$ cat config.mk
export PLATFORM = sky130hd
export DESIGN_NAME = vga_fb_writer
export DESIGN_NICKNAME = d
export VERILOG_FILES = /design/src/rtl/fb_pkg.sv /design/src/rtl/fb_addr_calc.sv /design/src/rtl/vga_fb_writer.sv
export SDC_FILE = /design/constraint.sdc
export NUM_CORES = 1
export LEC_CHECK = 0
export ABC_CLOCK_PERIOD_IN_PS = 11320
export CAP_MARGIN = 10
export CORE_MARGIN = 2
export CORE_UTILIZATION = 58
export DETAILED_ROUTE_END_ITERATION = 6
export GPL_ROUTABILITY_DRIVEN = 1
export PLACE_DENSITY = 0.89
export SYNTH_ARGS = -nofsm -noshare
export SYNTH_HDL_FRONTEND = slang
export SYNTH_SLANG_ARGS = --single-unit
$ cat constraint.sdc
create_clock -name clk25 -period 11.32 [get_ports clk25]
set_input_delay 2.264 -clock clk25 [delete_from_list [all_inputs] [get_ports clk25]]
set_output_delay 2.264 -clock clk25 [all_outputs]
set_load 0.01 [all_outputs]
$ cat src/rtl/fb_pkg.sv
// Shared frame-buffer layout constants and types.
// Used by both the write side and the scan-out address path.
package fb_pkg;

  localparam int H_RES          = 640;
  localparam int V_RES          = 480;
  localparam int WORDS_PER_LINE = 214;

  localparam int PIX_W  = 9;
  localparam int ADDR_W = 20;
  localparam int DATA_W = 27;

  localparam int SLOT0_LSB = 0;
  localparam int SLOT1_LSB = 9;
  localparam int SLOT2_LSB = 18;

  localparam int R_MSB = 8;
  localparam int R_LSB = 6;
  localparam int G_MSB = 5;
  localparam int G_LSB = 3;
  localparam int B_MSB = 2;
  localparam int B_LSB = 0;

  typedef enum logic [2:0] {
    ST_IDLE,
    ST_ACC,
    ST_RD_REQ,
    ST_RD_WAIT,
    ST_WR_REQ
  } fb_state_e;

  function automatic logic [DATA_W-1:0] slot_place(
    input logic [PIX_W-1:0] rgb,
    input logic [1:0]       slot
  );
    logic [DATA_W-1:0] v;
    v = '0;
    case (slot)
      2'd1:    v[SLOT1_LSB +: PIX_W] = rgb;
      2'd2:    v[SLOT2_LSB +: PIX_W] = rgb;
      default: v[SLOT0_LSB +: PIX_W] = rgb;
    endcase
    return v;
  endfunction

  function automatic logic [2:0] slot_onehot(
    input logic [1:0] slot
  );
    logic [2:0] v;
    case (slot)
      2'd1:    v = 3'b010;
      2'd2:    v = 3'b100;
      default: v = 3'b001;
    endcase
    return v;
  endfunction

endpackage

$ cat src/rtl/fb_addr_calc.sv
// Pixel (x, y) to frame-buffer word address and slot.
// Shared with scan-out so both ends agree on layout.
module fb_addr_calc
  import fb_pkg::*;
(
  input  logic [9:0]        i_x,
  input  logic [9:0]        i_y,
  output logic [ADDR_W-1:0] o_addr,
  output logic [1:0]        o_slot,
  output logic              o_in_range
);

  logic [9:0]        w_word;
  logic [ADDR_W-1:0] w_base;

  // Three pixels per word, fixed words per line.
  always_comb begin
    w_word     = i_x / 10'd3;
    w_base     = ADDR_W'(i_y) * ADDR_W'(WORDS_PER_LINE);
    o_addr     = w_base + ADDR_W'(w_word);
    o_slot     = 2'(i_x - w_word * 10'd3);
    o_in_range = (i_x < 10'(H_RES)) &&
                 (i_y < 10'(V_RES));
  end

endmodule

$ cat src/rtl/vga_fb_writer.sv
// Frame-buffer write side: packs RGB333 pixels
// into 32-bit words, read-modify-writes partials.
module vga_fb_writer
  import fb_pkg::*;
(
  input  logic        clk25,
  input  logic        reset,
  input  logic        pix_valid,
  output logic        pix_ready,
  input  logic [9:0]  pix_x,
  input  logic [9:0]  pix_y,
  input  logic [8:0]  pix_rgb,
  input  logic        pix_last,
  output logic        sram_req,
  output logic        sram_we,
  output logic [19:0] sram_addr,
  output logic [31:0] sram_wdata,
  input  logic        sram_gnt,
  input  logic [31:0] sram_rdata,
  output logic        busy,
  output logic [15:0] drop_cnt
);

  fb_state_e         r_state;
  logic [ADDR_W-1:0] r_acc_addr;
  logic [DATA_W-1:0] r_acc_data;
  logic [2:0]        r_acc_mask;
  logic              r_pend_v;
  logic [ADDR_W-1:0] r_pend_addr;
  logic [DATA_W-1:0] r_pend_data;
  logic [2:0]        r_pend_mask;
  logic              r_pend_last;
  logic              r_ready;
  logic              r_req;
  logic              r_we;
  logic [ADDR_W-1:0] r_addr;
  logic [31:0]       r_wdata;
  logic [15:0]       r_drop;

  logic [ADDR_W-1:0] w_addr;
  logic [1:0]        w_slot;
  logic              w_in_range;
  logic              w_accept;
  logic              w_same;
  logic              w_hit;
  logic              w_miss;
  logic              w_flush;
  logic [DATA_W-1:0] w_pix_data;
  logic [2:0]        w_pix_mask;
  logic [DATA_W-1:0] w_pix_bits;
  logic [DATA_W-1:0] w_new_data;
  logic [2:0]        w_new_mask;
  logic              w_new_full;
  logic [31:0]       w_rmw;

  fb_addr_calc u_addr (
    .i_x        (pix_x),
    .i_y        (pix_y),
    .o_addr     (w_addr),
    .o_slot     (w_slot),
    .o_in_range (w_in_range)
  );

  assign pix_ready  = r_ready;
  assign sram_req   = r_req;
  assign sram_we    = r_we;
  assign sram_addr  = r_addr;
  assign sram_wdata = r_wdata;
  assign drop_cnt   = r_drop;
  assign busy       = (r_state != ST_IDLE) || r_pend_v;

  // Incoming pixel placement, merge and flush decision.
  always_comb begin
    w_accept   = pix_valid && r_ready;
    w_same     = (w_addr == r_acc_addr);
    w_hit      = w_accept && w_in_range && w_same;
    w_miss     = w_accept && w_in_range && !w_same;
    w_pix_data = slot_place(pix_rgb, w_slot);
    w_pix_mask = slot_onehot(w_slot);
    w_pix_bits = {{PIX_W{w_pix_mask[2]}},
                  {PIX_W{w_pix_mask[1]}},
                  {PIX_W{w_pix_mask[0]}}};
    w_new_data = r_acc_data;
    w_new_mask = r_acc_mask;
    if (w_hit) begin
      w_new_data = (r_acc_data & ~w_pix_bits)
                 | w_pix_data;
      w_new_mask = r_acc_mask | w_pix_mask;
    end
    w_new_full = &w_new_mask;
    w_flush    = w_accept &&
                 (pix_last || w_new_full || w_miss);
  end

  // Slots we own keep new pixels; the rest come from SRAM.
  always_comb begin
    w_rmw = sram_rdata;
    for (int i = 0; i < 3; i++) begin
      if (r_acc_mask[i]) begin
        w_rmw[i*PIX_W +: PIX_W] =
          r_acc_data[i*PIX_W +: PIX_W];
      end
    end
    w_rmw[31:DATA_W] = '0;
  end

  // Saturating count of discarded out-of-range pixels.
  always_ff @(posedge clk25) begin
    if (!reset) begin
      r_drop <= '0;
    end else if (w_accept && !w_in_range &&
                 r_drop != 16'hFFFF) begin
      r_drop <= r_drop + 16'd1;
    end
  end

  // Accumulate, flush and SRAM request sequencing.
  always_ff @(posedge clk25) begin
    if (!reset) begin
      r_state     <= ST_IDLE;
      r_acc_addr  <= '0;
      r_acc_data  <= '0;
      r_acc_mask  <= '0;
      r_pend_v    <= 1'b0;
      r_pend_addr <= '0;
      r_pend_data <= '0;
      r_pend_mask <= '0;
      r_pend_last <= 1'b0;
      r_ready     <= 1'b0;
      r_req       <= 1'b0;
      r_we        <= 1'b0;
      r_addr      <= '0;
      r_wdata     <= '0;
    end else begin
      unique case (r_state)
        ST_IDLE: begin
          r_ready <= 1'b1;
          if (w_accept && w_in_range) begin
            r_acc_addr <= w_addr;
            r_acc_data <= w_pix_data;
            r_acc_mask <= w_pix_mask;
            if (pix_last) begin
              r_state <= ST_RD_REQ;
              r_ready <= 1'b0;
              r_req   <= 1'b1;
              r_we    <= 1'b0;
              r_addr  <= w_addr;
            end else begin
              r_state <= ST_ACC;
            end
          end
        end
        ST_ACC: begin
          if (w_hit) begin
            r_acc_data <= w_new_data;
            r_acc_mask <= w_new_mask;
          end
          if (w_miss) begin
            r_pend_v    <= 1'b1;
            r_pend_addr <= w_addr;
            r_pend_data <= w_pix_data;
            r_pend_mask <= w_pix_mask;
            r_pend_last <= pix_last;
          end
          if (w_flush) begin
            r_ready <= 1'b0;
            r_req   <= 1'b1;
            r_we    <= w_new_full;
            r_addr  <= r_acc_addr;
            r_wdata <= {5'b0, w_new_data};
            r_state <= w_new_full ? ST_WR_REQ
                                  : ST_RD_REQ;
          end
        end
        ST_RD_REQ: begin
          if (sram_gnt) begin
            r_req   <= 1'b0;
            r_state <= ST_RD_WAIT;
          end
        end
        ST_RD_WAIT: begin
          r_acc_data <= w_rmw[DATA_W-1:0];
          r_wdata    <= w_rmw;
          r_req      <= 1'b1;
          r_we       <= 1'b1;
          r_state    <= ST_WR_REQ;
        end
        ST_WR_REQ: begin
          if (sram_gnt) begin
            r_req <= 1'b0;
            r_we  <= 1'b0;
            if (r_pend_v) begin
              r_pend_v   <= 1'b0;
              r_acc_addr <= r_pend_addr;
              r_acc_data <= r_pend_data;
              r_acc_mask <= r_pend_mask;
              if (r_pend_last) begin
                r_req   <= 1'b1;
                r_addr  <= r_pend_addr;
                r_state <= ST_RD_REQ;
              end else begin
                r_ready <= 1'b1;
                r_state <= ST_ACC;
              end
            end else begin
              r_acc_mask <= '0;
              r_ready    <= 1'b1;
              r_state    <= ST_IDLE;
            end
          end
        end
        default: begin
          r_state <= ST_IDLE;
        end
      endcase
    end
  end

endmodule

==> run metrics, run 1 <==
status finished, final reports clean; Num CTS Buffers 17; RSZ-0062 raised after global routing false; Crit path max-delay family compound AO/OA/AOI/OAI gates; root buffer cell clkbuf_16; H-tree depth 4; ant diodes 0; Post-synth EDFFs 0; Core Region 20360 um^2; io pins 138; minimum clock period after layout 10.30 ns; ys flop type dfxtp_1; Post-CTS Setup Inserts 0; CTS tree built; largest net degree at the start of global routing 87; critical path arrival 10.63 ns; Static Leak 0.005220 uW; Core Rows 52; Worst Max-Slew Pin Slew 1.262 ns; Cell Pwr Density 186.8 nW/um^2; CP max stage delay 0.61 ns; Setup Skew 0.01322 ns; mapped cell area 12080 um^2; ANT nets after route 0; Worst Path Class, Setup in2reg; critical path capture point type register; number of synthesis warnings 0; CP required 11.65 ns; Placed Area 13320 um^2; post-synth top area cell dfxtp_1; first-pass GRT wire length 55480 um; Placed Cells incl. Taps 1846; Pins Over Slew Limit 0; Worst Setup SP pix_y[0]; starting density of the core 0.5932; crit-path max FO 23; most used cell, CP ha_1; vias in the first global route 11440; overall power 2592 uW; Post-CTS Hold Buffers 0; Synth top area share 0.2784; DR WL/cell 18.05 um; total grt overflow 0; Area Growth Syn to Fin 14.86%; HPWL after detailed placement 23170 um; count of different cell masters after synthesis 87; Clock Path Buffers 2; Total Neg Setup Slack 0 ns; final instance area 13880 um^2; Max Cap Viol 0; fin cells 1878; Yosys reg bits 168; r2r setup slk 6.58 ns; Final GP Congestion 0.8793; worst hold path class reg2reg; slowest stage cell, crit path or4_4; initial antenna violation count 0; Post-Syn Area per Cell 7.774 um^2; r2r startpoint r_acc_addr[6]; maximum VDD drop 134.1 uV; clock sinks 168; Async SR Flop Fraction 0; worst skew pair latency 0.44 ns; Via density 6.433; DR pass1 iterations 5; Die W 148.3 um; critical path launch point type input port; DR vias 12080; Die ar. 22000 um^2; layout net count 1745; port bufs 126; GRT Total Usage 0.3038; clock transition at the registers of the reported paths 0.07 ns; Final Core Density 0.6814; HP Start r_pend_addr[7]; DR iter-0 viols 1170; DR DRC count 0; final period utilization 0.9097; final hold viol count 0; register area share after synthesis 0.2784; Slew HR 0.1563; Buf/Inv on CP 4; Die H 148.3 um; Fmax 97.10 MHz; final setup fails 0; Post-Route WL 33890 um; Syn Inst Count 1554; share of cells above drive strength 1 0.05410; Gates resized, CTS repair 0; top cells by area, synth dfxtp_1, ha_1, mux2i_1
==> kinds of logic after synthesis <==
logic type / share of synthesized area
and+or+nand+nor: 0.1934
AOI/OAI and AO/OA: 0.2552
buffers and inverters: 0.06867
DFF: 0.2784
adders and majority gates: 0.09881
muxes: 0.06401
xor gates and xnor gates: 0.04122
other: 0.0003104
==> state kept, by name, summed over array words and instances (netlist names), 3 cells and up <==
register,cells
r_state,3
sram_addr,19
r_acc_mask,3
drop_cnt,16
r_pend_data,27
sram_wdata,27
r_pend_mask,3
r_acc_addr,19
r_acc_data,27
r_pend_addr,19
==> cells in the final DEF (no fill, tap or decap), types with 49 or more instances in the layout <==
cell type	count
nor2_1	118
inv_1	61
nand2_1	181
nor3_1	49
o21ai_0	111
nand3_1	59
dfxtp_1	168
clkdlybuf4s50_1	126
ha_1	65
a21oi_1	140
mux2i_1	75
==> area by class of cell <==
class,count,area [um^2]
tap,270,337.8
multi-input combinational,1195,7940
clock inverter,15,131.4
sequential,168,3363
clock buffer,17,425.4
timing repair buffer,150,1441
inverter,63,236.5
fill,1609,6489
==> tightest hold or removal path, stage by stage (launching register included) <==
cell and delay (ns):
dfxtp_1 0.31, nand2_1 0.05, a21oi_1 0.05
==> per-stage QoR <==
stage,hold slack [ns],setup WS (ns)
2_1_floorplan,0.4298,2.545
3_3_place_gp,0.4372,0.8249
3_5_place_dp,0.4446,0.6997
4_1_cts,0.4561,1.146
5_1_grt,0.4766,0.5968
6_report,0.4580,1.022
==> path summary, 6_finish.rpt <==
| check | end | cells past startpoint |
|---|---|---|
| setup reg to reg | sram_wdata[6] | 14 |
| hold / removal | r_pend_addr[7] | 2 |
| hold reg to reg | r_pend_addr[7] | 2 |
| setup / recovery | sram_wdata[6] | 26 |
==> metal layers <==
metal	global-route usage	vias to the layer above	wire, um
met2	0.4889	624	15330
met4	0.1062	0	876
met3	0.06442	77	3241
met5	0	-	0
li1	-	5694	-
met1	0.4056	5686	14450
==> where the power goes <==
part           switching, uW  leakage [uW]  internal (uW)
logic                    840       0.00359            556
clock network            274      0.000273            290
registers               20.7       0.00136            611
total                   1130       0.00522           1460
==> Yosys cell counts, types with 5 or more instances <==
master,instances
o211ai_1,40
a211o_1,7
buf_4,9
ha_1,65
a21oi_1,142
or2_2,7
nor2_1,119
o21bai_1,7
a31o_2,5
a311o_1,26
and2_1,10
nand3_1,59
a221oi_1,5
fa_1,19
or3_1,7
a211oi_1,18
nor3_1,49
mux2i_1,75
buf_2,17
a21o_1,6
clkbuf_1,89
dfxtp_1,168
a2111oi_0,5
xnor2_1,26
and3_1,15
o31ai_1,5
xor2_1,23
o211a_1,5
inv_1,62
nor2b_1,14
nor4_1,6
or4_1,6
a31oi_1,14
o21ai_0,111
buf_6,5
o2111ai_1,7
nand4_1,7
a22oi_1,5
buf_1,12
nand2_1,182
o21a_1,12
(Power assumes the default switching activity.)
==> run 2: changes to the inputs <==
- PLACE_DENSITY: 0.89 -> default
- PLACE_DENSITY_LB_ADDON: default -> 0.05
- REMOVE_ABC_BUFFERS: default -> 1
==> run metrics, run 2 (same netlist as run 1, synthesis figures left out) <==
DR iter-0 viols 1188 (+1.5%); most used cell, CP ha_1; port bufs 126 (unchanged); Final GP Congestion 0.8806 (+0.15%); Slew HR 0.1684 (+0.01211); Crit path max-delay family adder cells; CP required 11.63 ns (-0.02 ns); DR pass1 iterations 7 (+2); largest net degree at the start of global routing 81 (-6.9%); final instance area 14040 um^2 (+1.2%); H-tree depth 4 (unchanged); slowest stage cell, crit path or4_4; Die ar. 22000 um^2 (unchanged); clock share of power 0.259 (+0.041); DR WL/cell 17.65 um (-2.2%); root buffer cell clkbuf_16; Core Region 20360 um^2 (unchanged); Setup Skew 0.008361 ns (-0.004855 ns); Clock Path Buffers 2 (unchanged); combinational group share of total power 0.509 (-0.029); DR vias 11730 (-2.9%); worst skew pair latency 0.43 ns (about the same); final worst slack 1.149 ns (+0.1275 ns); clock transition at the registers of the reported paths 0.06 ns (about the same); Via density 6.243 (-2.9%); Worst Max-Slew Pin Slew 1.243 ns (-0.01921 ns); Net Sw Frac 0.4039 (-0.03371); CP max stage delay 0.62 ns (about the same); maximum VDD drop 113.7 uV (-15%); critical path arrival 10.48 ns (-0.15 ns); Pins Over Slew Limit 0 (unchanged); Gates resized, CTS repair 0 (unchanged); Placed Cells incl. Taps 1846 (unchanged); most frequent cells in the layout nand2_1, dfxtp_1, a21oi_1; RSZ-0062 raised after global routing false; fin cells 1878 (unchanged); minimum clock period after layout 10.17 ns (-0.1275 ns); worst slack, placed 0.8678 ns (+0.1681 ns); Post-CTS Setup Inserts 0 (unchanged); Post-Route WL 33160 um (-2.2%); ANT nets after route 0 (unchanged); Core Rows 52 (unchanged); DR DRC count 4 (+4); Buf/Inv on CP 4 (unchanged); vias in the first global route 10830 (-5.3%); switching power 1099 uW (-3.1%); CTS tree built; Post-CTS Hold Buffers 0 (unchanged); final setup fails 0 (unchanged); Max Cap Viol 0 (unchanged); Worst Path Class, Setup in2reg; share of cells above drive strength 1 0.05224 (-0.001866); Cell Pwr Density 193.9 nW/um^2 (+3.8%); Multi-input gate area 7955 um^2 (+0.19%); Num CTS Buffers 17 (unchanged); Register Area 3363 um^2 (unchanged); initial antenna violation count 0 (unchanged); starting density of the core 0.5932 (unchanged); critical path launch point type input port; io pins 138 (unchanged); crit-path max FO 54 (+130%); clock sinks 168 (unchanged); GRT Total Usage 0.3008 (-0.002944); Fmax 98.32 MHz (+1.3%); most common cell after layout, fill and taps aside nand2_1; HPWL after detailed placement 21940 um (-5.3%); Die W 148.3 um (unchanged); critical path capture point type register; Area Growth Syn to Fin 16.23%; total grt overflow 0 (unchanged); Static Leak 0.005293 uW (+1.4%); Placed Area 13330 um^2 (+0.11%); fill count 1732 (+7.6%); worst hold path class reg2reg; ant diodes 0 (unchanged); Total Neg Setup Slack 0 ns (unchanged); Cell Int Power 1622 uW (+11%); final period utilization 0.8985 (-0.01126); status finished, violations left; overall power 2722 uW (+5.0%); Reg power frac 0.232 (-0.012); Die H 148.3 um (unchanged); final hold viol count 0 (unchanged); layout net count 1745 (unchanged); first-pass GRT wire length 54530 um (-1.7%); failing checks DRC
## run 2: cell types whose count changed in the layout (fill, tap and decap cells not counted), moves of 2 or more
cell,previous run,this run
bufinv_16,0,8
clkinvlp_4,2,0
clkbuf_1,0,3
inv_6,6,0
inv_8,4,1
## run 2: worst register-to-register path, delay by kind of cell, from the launching register on
family	cells	cell delay (ns)
AOI/OAI and AO/OA	6	1.57
xor gates and xnor gates	1	0.26
buffers and inverters	1	0.47
DFF	1	0.37
and+or+nand+nor	6	1.68
## run 2: layout make-up
cell class              count  share of cell area
multi-input cells        1195              0.5666
flip-flops and latches    168              0.2395
repair buffers            150              0.1027
clock buffers              20             0.03110
well taps                 270             0.02406
clock inverters            12             0.01925
inverters                  63             0.01684
## run 2: routing by layer
layer	global-route usage	wire length, um
met5	0	0
met4	0.06857	449
met3	0.04080	2187
met2	0.4808	14900
met1	0.4338	15620
## run 2: final timing paths
check	startpoint	end	slack (ns)	cells past startpoint
setup / recovery	pix_y[0]	sram_wdata[4]	1.15	26
hold / removal	r_pend_addr[6]	r_pend_addr[6]	0.45	2
setup reg to reg	r_acc_addr[6]	sram_wdata[4]	6.86	14
hold reg to reg	r_pend_addr[6]	r_pend_addr[6]	0.45	2
## run 2: power by group through the flow
stage | Combinational (uW) | Clock (uW) | Sequential, uW
after floorplan | 1010 | 0 | 643
after global placement | 1320 | 0 | 643
after detailed placement | 1350 | 0 | 644
after CTS | 1360 | 709 | 631
after global routing | 1540 | 733 | 634
final | 1390 | 705 | 631
## run 2: metrics by stage
step	hold slack (ns)	utilization
6_report	0.4520	0.6895
3_3_place_gp	0.4378	0.6548
5_1_grt	0.4656	0.6895
3_5_place_dp	0.4440	0.6548
2_1_floorplan	0.4298	-
4_1_cts	0.4527	0.6895
